### config.mk
export PLATFORM = sky130hd
export DESIGN_NAME = ps2_host_tx
export DESIGN_NICKNAME = d
export VERILOG_FILES = /design/src/rtl/ps2_host_tx.sv
export SDC_FILE = /design/constraint.sdc
export NUM_CORES = 1
export LEC_CHECK = 0
export CORE_MARGIN = 8
export CORE_UTILIZATION = 63
export CTS_CLUSTER_DIAMETER = 30
export DETAILED_ROUTE_END_ITERATION = 8
export PLACE_DENSITY_LB_ADDON = 0.3
export SETUP_SLACK_MARGIN = 0.2
export SLEW_MARGIN = 20
export SYNTH_ARGS = -nofsm -noshare
export SYNTH_HDL_FRONTEND = slang
export SYNTH_SLANG_ARGS = --single-unit
export TNS_END_PERCENT = 1
### constraint.sdc
create_clock -name clk -period 7.5 [get_ports clk]
set_clock_uncertainty 0.1 [all_clocks]
set_input_delay 2.25 -clock clk [delete_from_list [all_inputs] [get_ports clk]]
set_output_delay 2.25 -clock clk [all_outputs]
set_load 0.01 [all_outputs]
### src/rtl/ps2_host_tx.sv
// PS/2 host-to-device transmitter: inhibit, request-to-send, then 8 data bits + odd parity + stop on device clocks.
// Define PS2_TX_ACK_CHECK_EN to abort with err_code=2 when the device does not ACK on the 11th falling edge.
module ps2_host_tx #(
  parameter int INHIBIT_CYCLES     = 12000,
  parameter int REQ_TIMEOUT_CYCLES = 1500000,
  parameter int BIT_TIMEOUT_CYCLES = 200000,
  parameter int SYNC_STAGES        = 2
) (
  input  logic       clk,
  input  logic       rst,
  input  logic [7:0] tx_data,
  input  logic       tx_valid,
  output logic       tx_ready,
  output logic       busy,
  output logic       done,
  output logic       err,
  output logic [1:0] err_code,
  input  logic       ps2_clk_i,
  input  logic       ps2_data_i,
  output logic       ps2_clk_oe,
  output logic       ps2_data_oe
);
  localparam int MAX_AB = (INHIBIT_CYCLES > REQ_TIMEOUT_CYCLES) ? INHIBIT_CYCLES : REQ_TIMEOUT_CYCLES;
  localparam int MAX_P  = (MAX_AB > BIT_TIMEOUT_CYCLES) ? MAX_AB : BIT_TIMEOUT_CYCLES;
  localparam int CW     = $clog2(MAX_P + 1);
  localparam logic [CW-1:0] INH_LIM = CW'(INHIBIT_CYCLES - 1);
  localparam logic [CW-1:0] REQ_LIM = CW'(REQ_TIMEOUT_CYCLES - 1);
  localparam logic [CW-1:0] BIT_LIM = CW'(BIT_TIMEOUT_CYCLES - 1);

  typedef enum logic [2:0] {IDLE, INHIBIT, REQ, SHIFT, ACK, WAIT_IDLE} state_t;

  state_t                 state_q;
  logic [SYNC_STAGES-1:0] clk_sync_q, data_sync_q;
  logic                   clk_prev_q;
  logic [CW-1:0]          cnt_q, cnt_inc;
  logic [9:0]             shreg_q;
  logic [3:0]             bit_cnt_q;
  logic                   tx_ready_q, busy_q, done_q, err_q, clk_oe_q, data_oe_q;
  logic [1:0]             err_code_q;
  logic                   clk_s, data_s, fall, in_xfer, timeout, nack;
  logic [CW-1:0]          lim;

  // Lines idle high, so the synchronisers reset to 1 to avoid a false edge.
  always_ff @(posedge clk or posedge rst) begin
    if (rst) begin
      clk_sync_q  <= '1;
      data_sync_q <= '1;
      clk_prev_q  <= 1'b1;
    end else begin
      clk_sync_q  <= {clk_sync_q[SYNC_STAGES-2:0], ps2_clk_i};
      data_sync_q <= {data_sync_q[SYNC_STAGES-2:0], ps2_data_i};
      clk_prev_q  <= clk_s;
    end
  end

  assign clk_s   = clk_sync_q[SYNC_STAGES-1];
  assign data_s  = data_sync_q[SYNC_STAGES-1];
  assign fall    = clk_prev_q & ~clk_s;
  assign cnt_inc = (&cnt_q) ? cnt_q : cnt_q + 1'b1;
  assign in_xfer = (state_q == REQ) || (state_q == SHIFT) || (state_q == ACK) || (state_q == WAIT_IDLE);

  always_comb begin
    lim     = (state_q == REQ) ? REQ_LIM : BIT_LIM;
    timeout = in_xfer && !fall && (cnt_q >= lim) &&
              !((state_q == WAIT_IDLE) && clk_s && data_s);
`ifdef PS2_TX_ACK_CHECK_EN
    nack    = (state_q == ACK) && fall && data_s;
`else
    nack    = 1'b0;
`endif
  end

  always_ff @(posedge clk or posedge rst) begin
    if (rst) begin
      state_q    <= IDLE;
      cnt_q      <= '0;
      shreg_q    <= '0;
      bit_cnt_q  <= '0;
      tx_ready_q <= 1'b1;
      busy_q     <= 1'b0;
      done_q     <= 1'b0;
      err_q      <= 1'b0;
      err_code_q <= 2'd0;
      clk_oe_q   <= 1'b0;
      data_oe_q  <= 1'b0;
    end else begin
      done_q <= 1'b0;
      err_q  <= 1'b0;
      // Edges during INHIBIT are our own pull-down, so they must not restart the count.
      cnt_q  <= (fall && state_q != INHIBIT) ? '0 : cnt_inc;
      if (timeout || nack) begin
        err_q      <= 1'b1;
        err_code_q <= nack ? 2'd2 : ((state_q == REQ) ? 2'd0 : 2'd1);
        clk_oe_q   <= 1'b0;
        data_oe_q  <= 1'b0;
        busy_q     <= 1'b0;
        tx_ready_q <= 1'b1;
        state_q    <= IDLE;
        cnt_q      <= '0;
      end else begin
        case (state_q)
          IDLE: if (tx_valid && tx_ready_q) begin
            shreg_q    <= {1'b1, ~^tx_data, tx_data};
            clk_oe_q   <= 1'b1;
            data_oe_q  <= 1'b0;
            busy_q     <= 1'b1;
            tx_ready_q <= 1'b0;
            state_q    <= INHIBIT;
            cnt_q      <= '0;
          end
          INHIBIT: if (cnt_q >= INH_LIM) begin
            clk_oe_q  <= 1'b0;
            data_oe_q <= 1'b1;
            state_q   <= REQ;
            cnt_q     <= '0;
          end
          REQ: if (fall) begin
            data_oe_q <= ~shreg_q[0];
            shreg_q   <= shreg_q >> 1;
            bit_cnt_q <= 4'd1;
            state_q   <= SHIFT;
          end
          SHIFT: if (fall) begin
            data_oe_q <= ~shreg_q[0];
            shreg_q   <= shreg_q >> 1;
            bit_cnt_q <= bit_cnt_q + 4'd1;
            if (bit_cnt_q == 4'd9) state_q <= ACK;
          end
          ACK: if (fall) state_q <= WAIT_IDLE;
          WAIT_IDLE: if (clk_s && data_s) begin
            done_q     <= 1'b1;
            busy_q     <= 1'b0;
            tx_ready_q <= 1'b1;
            state_q    <= IDLE;
            cnt_q      <= '0;
          end
          default: state_q <= IDLE;
        endcase
      end
    end
  end

  assign tx_ready    = tx_ready_q;
  assign busy        = busy_q;
  assign done        = done_q;
  assign err         = err_q;
  assign err_code    = err_code_q;
  assign ps2_clk_oe  = clk_oe_q;
  assign ps2_data_oe = data_oe_q;
endmodule
==> results of run 1 <==
worst max-delay path by stage:
stage	startpoint	cells past startpoint	to
after detailed placement	state_q[1]	9	err_code[0]
after global placement	tx_valid	4	shreg_q[4]
final	state_q[1]	9	err_code[0]
after floorplan	rst	1	bit_cnt_q[0]
after global routing	state_q[1]	9	err_code[0]
after CTS	state_q[1]	9	err_code[0]
layout make-up:
cell class	instances	area (um2)	area share (%)
Multi-Input combinational cell	247	1640	50.0
Tap cell	54	67.6	2.06
Inverter	7	27.5	0.840
Clock buffer	6	72.6	2.22
Timing Repair Buffer	20	198	6.04
Clock inverter	2	13.8	0.420
Sequential cell	50	1260	38.4
layer usage:
layer / track usage, % / share of wire, %
met1: 24.6 / 46
met2: 27.6 / 46
met3: 4.54 / 6.3
met4: 7.12 / 1.3
met5: 0 / 0
placed cells by master, fill, tap and decap left out, types with 3 or more instances in the layout:
cell             count
a2111oi_2            3
a211oi_1             4
a21oi_1              9
a31oi_1             11
and3_1               3
and4_1               8
clkbuf_8             5
clkdlybuf4s50_1     19
dfrtp_1             44
dfstp_2              6
ha_1                14
inv_1                5
nand2_1             41
nand2b_1             3
nand3_1             13
nand4_1              9
nor2_1              23
nor3_1              23
nor4_1               4
o2111ai_1            4
o211ai_1             4
o21ai_0             11
xnor2_1             12
xor2_1               9
cell usage after synthesis (2+ instances only):
master,number
dfrtp_1,44
nand2_1,41
nor2_1,23
nor3_1,23
ha_1,14
nand3_1,13
xnor2_1,12
a31oi_1,11
o21ai_0,11
a21oi_1,10
nand4_1,9
xor2_1,9
and4_1,8
clkbuf_1,6
dfstp_2,6
inv_1,6
a211oi_1,4
buf_2,4
nor4_1,4
o2111ai_1,4
o211ai_1,4
a2111oi_2,3
and3_1,3
nand2b_1,3
a41oi_1,2
and2_1,2
buf_1,2
buf_4,2
buf_6,2
mux2i_1,2
nor2b_1,2
o21a_1,2
o21ai_1,2
o31ai_1,2
or3_1,2
critical path, stage by stage (launching register included):
cell and delay, ps:
dfrtp_1 730, nor2b_2 660, nand2_1 380, ha_1 390, and4b_1 230, a211o_1 300
a31oi_1 250, o22ai_2 230, buf_4 280, mux2_1 320
cell families (layout without fill, tap and decap cells):
logic type / Yosys count / count (layout)
buffers and inverters: 23 / 35
AND/OR/NAND/NOR: 139 / 139
flip-flops: 50 / 50
adder cells (fa/ha/maj): 14 / 14
multiplexers: 3 / 3
other: 1 / 1
XOR/XNOR: 21 / 21
AO/OA/AOI/OAI: 69 / 69
per-stage QoR:
| stage | hold slack, ps | cell area [um2] | util [%] |
|---|---|---|---|
| finish | 261 | 3280 | 70.3 |
| global route | 266 | 3280 | 70.3 |
| CTS | 262 | 3270 | 70.2 |
| detailed placement | 249 | 3190 | 68.3 |
| global placement | 247 | 3180 | 68.3 |
| floorplan | 245 | 3000 | - |
state kept, by name (all words and copies together) (netlist names), 2 cells and up:
register	cells
bit_cnt_q	4
clk_sync_q	2
cnt_q	21
data_sync_q	2
shreg_q	10
state_q	3
where the power goes:
| part | total (mW) | switching, mW | internal, mW | leakage (nW) |
|---|---|---|---|---|
| Clock | 0.154 | 0.0880 | 0.0659 | 0.0452 |
| Combinational | 0.358 | 0.215 | 0.143 | 0.657 |
| Sequential | 0.405 | 0.0766 | 0.329 | 0.623 |
| Total | 0.917 | 0.380 | 0.538 | 1.32 |
==> flow_metrics.env, run 1 <==
export IMPL_period_share_pct=53.4
export IMPL_cts_tree="yes"
export IMPL_synthAdderAreaFrac_pct=5.84
export IMPL_wl_mm=6.37
export IMPL_diodes=0
export IMPL_hold_path_depth=0
export IMPL_gp_congestion=0.905
export IMPL_coreArea_mm2=0.00466
export IMPL_die_w_um=85.0
export IMPL_synth_xor_area_share_pct=6.14
export IMPL_maxCapViolations=0
export IMPL_slew_viol_final=0
export IMPL_dieArea_mm2=0.00722
export IMPL_hp_class="flop to flop"
export IMPL_setup_ws_ps=3500
export IMPL_ys_ff_latch=50
export IMPL_ios=21
export IMPL_synthToLayoutAreaGrowth_pct=9.27
export IMPL_r2r_cells=9
export IMPL_routedWlPerCell_um=16.5
export IMPL_status="finished clean"
export IMPL_cts_resized=0
export IMPL_antenna_found_initial=0
export IMPL_grt_pass1_vias=2370
export IMPL_syn_nets=347
export IMPL_synth_top_family_by_area="simple AND/OR/NAND/NOR gates"
export IMPL_drc=0
export IMPL_ctsHoldBuffers=0
export IMPL_ctsHtreeMaxLevel=2
export IMPL_ys_types=58
export IMPL_port_buffers=19
export IMPL_synth_area_leaders="dfrtp_1, ha_1, dfstp_2, nand2_1, nor3_1"
export IMPL_grt_usage_pct=18.3
export IMPL_hpwl_mm=4.53
export IMPL_powerDensity_mw_per_mm2=280
export IMPL_syn_area_mm2=0.00300
export IMPL_num_vias=2499
export IMPL_finalCriticalPeriod_ps=4000
export IMPL_p_leak_nw=1.32
export IMPL_setup_tns_ps=0
export IMPL_fmax_mhz=250
export IMPL_muxShareOfSynthArea_pct=1.04
export IMPL_drive_above_1_share_pct=8.43
export IMPL_critPathKind="flop to flop"
export IMPL_synthArstFlopShare_pct=100
export IMPL_antenna_left=0
export IMPL_cp_end_kind="flop"
export IMPL_cp_data_arrival_time_ps=4100
export IMPL_cts_buffers=5
export IMPL_grt_overflow=0
export IMPL_synthSimpleGateAreaFrac_pct=23.7
export IMPL_start_kind="flop"
export IMPL_dpl_cell_count=378
export IMPL_initial_core_util_pct=64.3
export IMPL_netlist_instances=320
export IMPL_vdd_ir_drop_worst_mv=0.157
export IMPL_worstSkewPairLatency_ps=300
export IMPL_synth_top_cell_area_share_pct=36.7
export IMPL_yosysSeqAreaShare_pct=42.0
export IMPL_grt_pass1_wl_mm=11.0
export IMPL_post_cts_buffers=0
export IMPL_fillers=338
export IMPL_layout_nets=358
export IMPL_hold_viol_final=0
export IMPL_r2r_start="state_q[1]"
export IMPL_fin_cells=386
export IMPL_yosys_area_top_type="dfrtp_1"
export IMPL_cp_max_fo=19
export IMPL_rows=25
export IMPL_r2r_end="err_code[0]"
export IMPL_synth_top_flop_cell="dfrtp_1"
export IMPL_required_ps=7590
export IMPL_vias_per_cell=6.47
export IMPL_pre_cts_slack_ps=3230
export IMPL_synth_edff_count=0
export IMPL_rsz0062_at_grt="no"
export IMPL_syn_avg_cell_area_um2=9.37
export IMPL_cts_buffer_depth=2
export IMPL_numClockSinks=50
export IMPL_initialDrtViolationCount=246
export IMPL_cts_root_buf="clkbuf_8"
export IMPL_hold_end="clk_sync_q[1]"
export IMPL_drt_pass1_iter_count=5
export IMPL_synth_compound_area_share_pct=17.3
export IMPL_hp_start="clk_sync_q[0]"
export IMPL_relSlewSlack_pct=40.9
export IMPL_die_h_um=85.0
export IMPL_rrSetupSlack_ps=3500
export IMPL_p_total_mw=0.917
export IMPL_ys_warnings_count=0
export IMPL_worstMarginPinSlew_ps=887
export IMPL_finalSetupViolCount=0
export IMPL_grt_max_degree=51
export IMPL_clk_pin_slew_ps=90
(Power assumes the default switching activity.)
==> run 2, diff against run 1 <==
--- a/config.mk
+++ b/config.mk
@@ -6,7 +6,7 @@
 export NUM_CORES = 1
 export LEC_CHECK = 0
 export CORE_MARGIN = 8
-export CORE_UTILIZATION = 63
+export CORE_UTILIZATION = 59
 export CTS_CLUSTER_DIAMETER = 30
 export DETAILED_ROUTE_END_ITERATION = 8
 export PLACE_DENSITY_LB_ADDON = 0.3
==> constraint.sdc (replaced) <==
create_clock -name clk -period 4 [get_ports clk]
set_clock_uncertainty 0.1 [all_clocks]
set_input_delay 1.2 -clock clk [delete_from_list [all_inputs] [get_ports clk]]
set_output_delay 1.2 -clock clk [all_outputs]
set_load 0.01 [all_outputs]
==> run 2 against run 1 <==
  * Design area up 2.7%
  * Register-to-register slack worse by 2600 ps
  * Fmax up 30%
  * Via count down 0.88%
  * Global-route usage up 0.37 points
  * Wire length up 1.8%
  * Sequential share of layout area down 1.0 points
  * Largest power group is now combinational logic
  * Count of clock-buffer cells in the layout down 1
  * Utilization down 3.1 points
  * Total power up 99%
  * Die area up 5.5%
  * Setup slack worse by 2600 ps
==> flow_metrics.env, run 2 (synthesis gave the netlist of run 1 again) <==
export IMPL_rsz0062_at_grt="no"
export IMPL_hpwl_mm=4.68
export IMPL_required_ps=4100
export IMPL_dieArea_mm2=0.00762
export IMPL_critPathKind="flop to flop"
export IMPL_wl_met1_mm=3.17
export IMPL_drc=0
export IMPL_top_layer="met4"
export IMPL_antenna_left=0
export IMPL_grt_overflow=0
export IMPL_r2r_start="state_q[1]"
export IMPL_p_leak_nw=1.37
export IMPL_grt_max_degree=51
export IMPL_fin_worst_hold_slack_ps=254
export IMPL_coreArea_mm2=0.00501
export IMPL_top_regs="cnt_q x21, shreg_q x10, bit_cnt_q x4"
export IMPL_crit_end="cnt_q[10]"
export IMPL_critPathLaunch="state_q[1]"
export IMPL_wl_met2_mm=2.96
export IMPL_worstSkewPairLatency_ps=310
export IMPL_dr_wl_met3_um=262
export IMPL_rows=26
export IMPL_layout_common_cells="dfrtp_1, nand2_1, nor2_1, nor3_1, clkdlybuf4s50_1"
export IMPL_cp_max_fo=21
export IMPL_clk_pin_slew_ps=100
export IMPL_relSlewSlack_pct=36.8
export IMPL_rrSetupSlack_ps=920
export IMPL_initial_core_util_pct=59.8
export IMPL_hp_class="flop to flop"
export IMPL_routedWlPerCell_um=15.9
export IMPL_drt_pass1_iter_count=4
export IMPL_cts_root_buf="clkbuf_8"
export IMPL_post_cts_buffers=0
export IMPL_hold_viol_final=0
export IMPL_vdd_ir_drop_worst_mv=0.297
export IMPL_grt_pass1_wl_mm=11.4
export IMPL_slew_viol_final=0
export IMPL_cts_tree="yes"
export IMPL_top_register="cnt_q"
export IMPL_r2r_end="cnt_q[10]"
export IMPL_layout_nets=364
export IMPL_utilization_pct=67.2
export IMPL_setup_ws_ps=917
export IMPL_cp_data_arrival_time_ps=3190
export IMPL_die_w_um=87.3
export IMPL_setup_tns_ps=0
export IMPL_antenna_found_initial=0
export IMPL_pre_cts_slack_ps=953
export IMPL_wl_mm=6.48
export IMPL_regArea_mm2=0.00126
export IMPL_cts_buffers=5
export IMPL_gp_congestion=0.859
export IMPL_fillers=414
export IMPL_grt_usage_pct=18.7
export IMPL_final_common_cell="dfrtp_1"
export IMPL_ios=21
export IMPL_num_vias=2477
export IMPL_r2r_cells=9
export IMPL_status="finished clean"
export IMPL_numClockSinks=50
export IMPL_maxCapViolations=0
export IMPL_period_share_pct=77.1
export IMPL_vias_per_cell=6.07
export IMPL_initialDrtViolationCount=190
export IMPL_worstMarginPinSlew_ps=949
export IMPL_cts_resized=0
export IMPL_cp_end_kind="flop"
export IMPL_powerDensity_mw_per_mm2=543
export IMPL_finalSetupViolCount=0
export IMPL_ctsHoldBuffers=0
export IMPL_cts_buffer_depth=2
export IMPL_postPlaceCellArea_mm2=0.00325
export IMPL_multi_input_area_mm2=0.00163
export IMPL_drive_above_1_share_pct=9.76
export IMPL_ctsHtreeMaxLevel=2
export IMPL_design_area_mm2=0.00336
export IMPL_finalCriticalPeriod_ps=3080
export IMPL_start_kind="flop"
export IMPL_port_buffers=19
export IMPL_grt_pass1_vias=2397
export IMPL_synthToLayoutAreaGrowth_pct=12.2
export IMPL_largest_register_ffs=21
export IMPL_diodes=0
export IMPL_die_h_um=87.3
export IMPL_fmax_mhz=324
run 2: worst min path at each step:
stage                   startpoint              to  cells past startpoint
floorplan            clk_sync_q[0]   clk_sync_q[1]                      0
global placement     clk_sync_q[0]   clk_sync_q[1]                      0
detailed placement  data_sync_q[0]  data_sync_q[1]                      0
CTS                  clk_sync_q[0]   clk_sync_q[1]                      0
global route         clk_sync_q[0]   clk_sync_q[1]                      0
finish               clk_sync_q[0]   clk_sync_q[1]                      0
run 2: critical path: stages, from the launching register on:
cell and delay (ps):
dfrtp_1 370, nor2b_1 180, nand2_1 250, ha_1 380
and4b_1 230, a211o_1 300, a31oi_1 250, o22ai_2 350
buf_4 300, a2111oi_2 260
run 2: layout make-up:
cell class                      count  share of cell area, %
Multi-Input combinational cell    247                   48.5
Clock buffer                        5                   2.05
Sequential cell                    50                   37.4
Clock inverter                      3                   1.41
Timing Repair Buffer               26                   7.21
Inverter                            7                  0.818
Tap cell                           70                   2.60
run 2: metal layers:
metal	global-route usage, %	up-vias
li1	-	1224
met2	28.7	47
met3	3.68	9
met4	5.63	0
met5	0	-
met1	25.8	1197
run 2: metrics by stage:
step                      total power, mW  instances
after floorplan                      1.28        320
after global placement               1.43        400
after detailed placement             1.46        400
after CTS                            1.84        408
after global routing                 1.97        408
final                                1.83        408
run 2: power by group:
part           switching, mW  internal (mW)
Combinational          0.453          0.301
Clock                  0.182          0.191
Sequential            0.0842          0.617
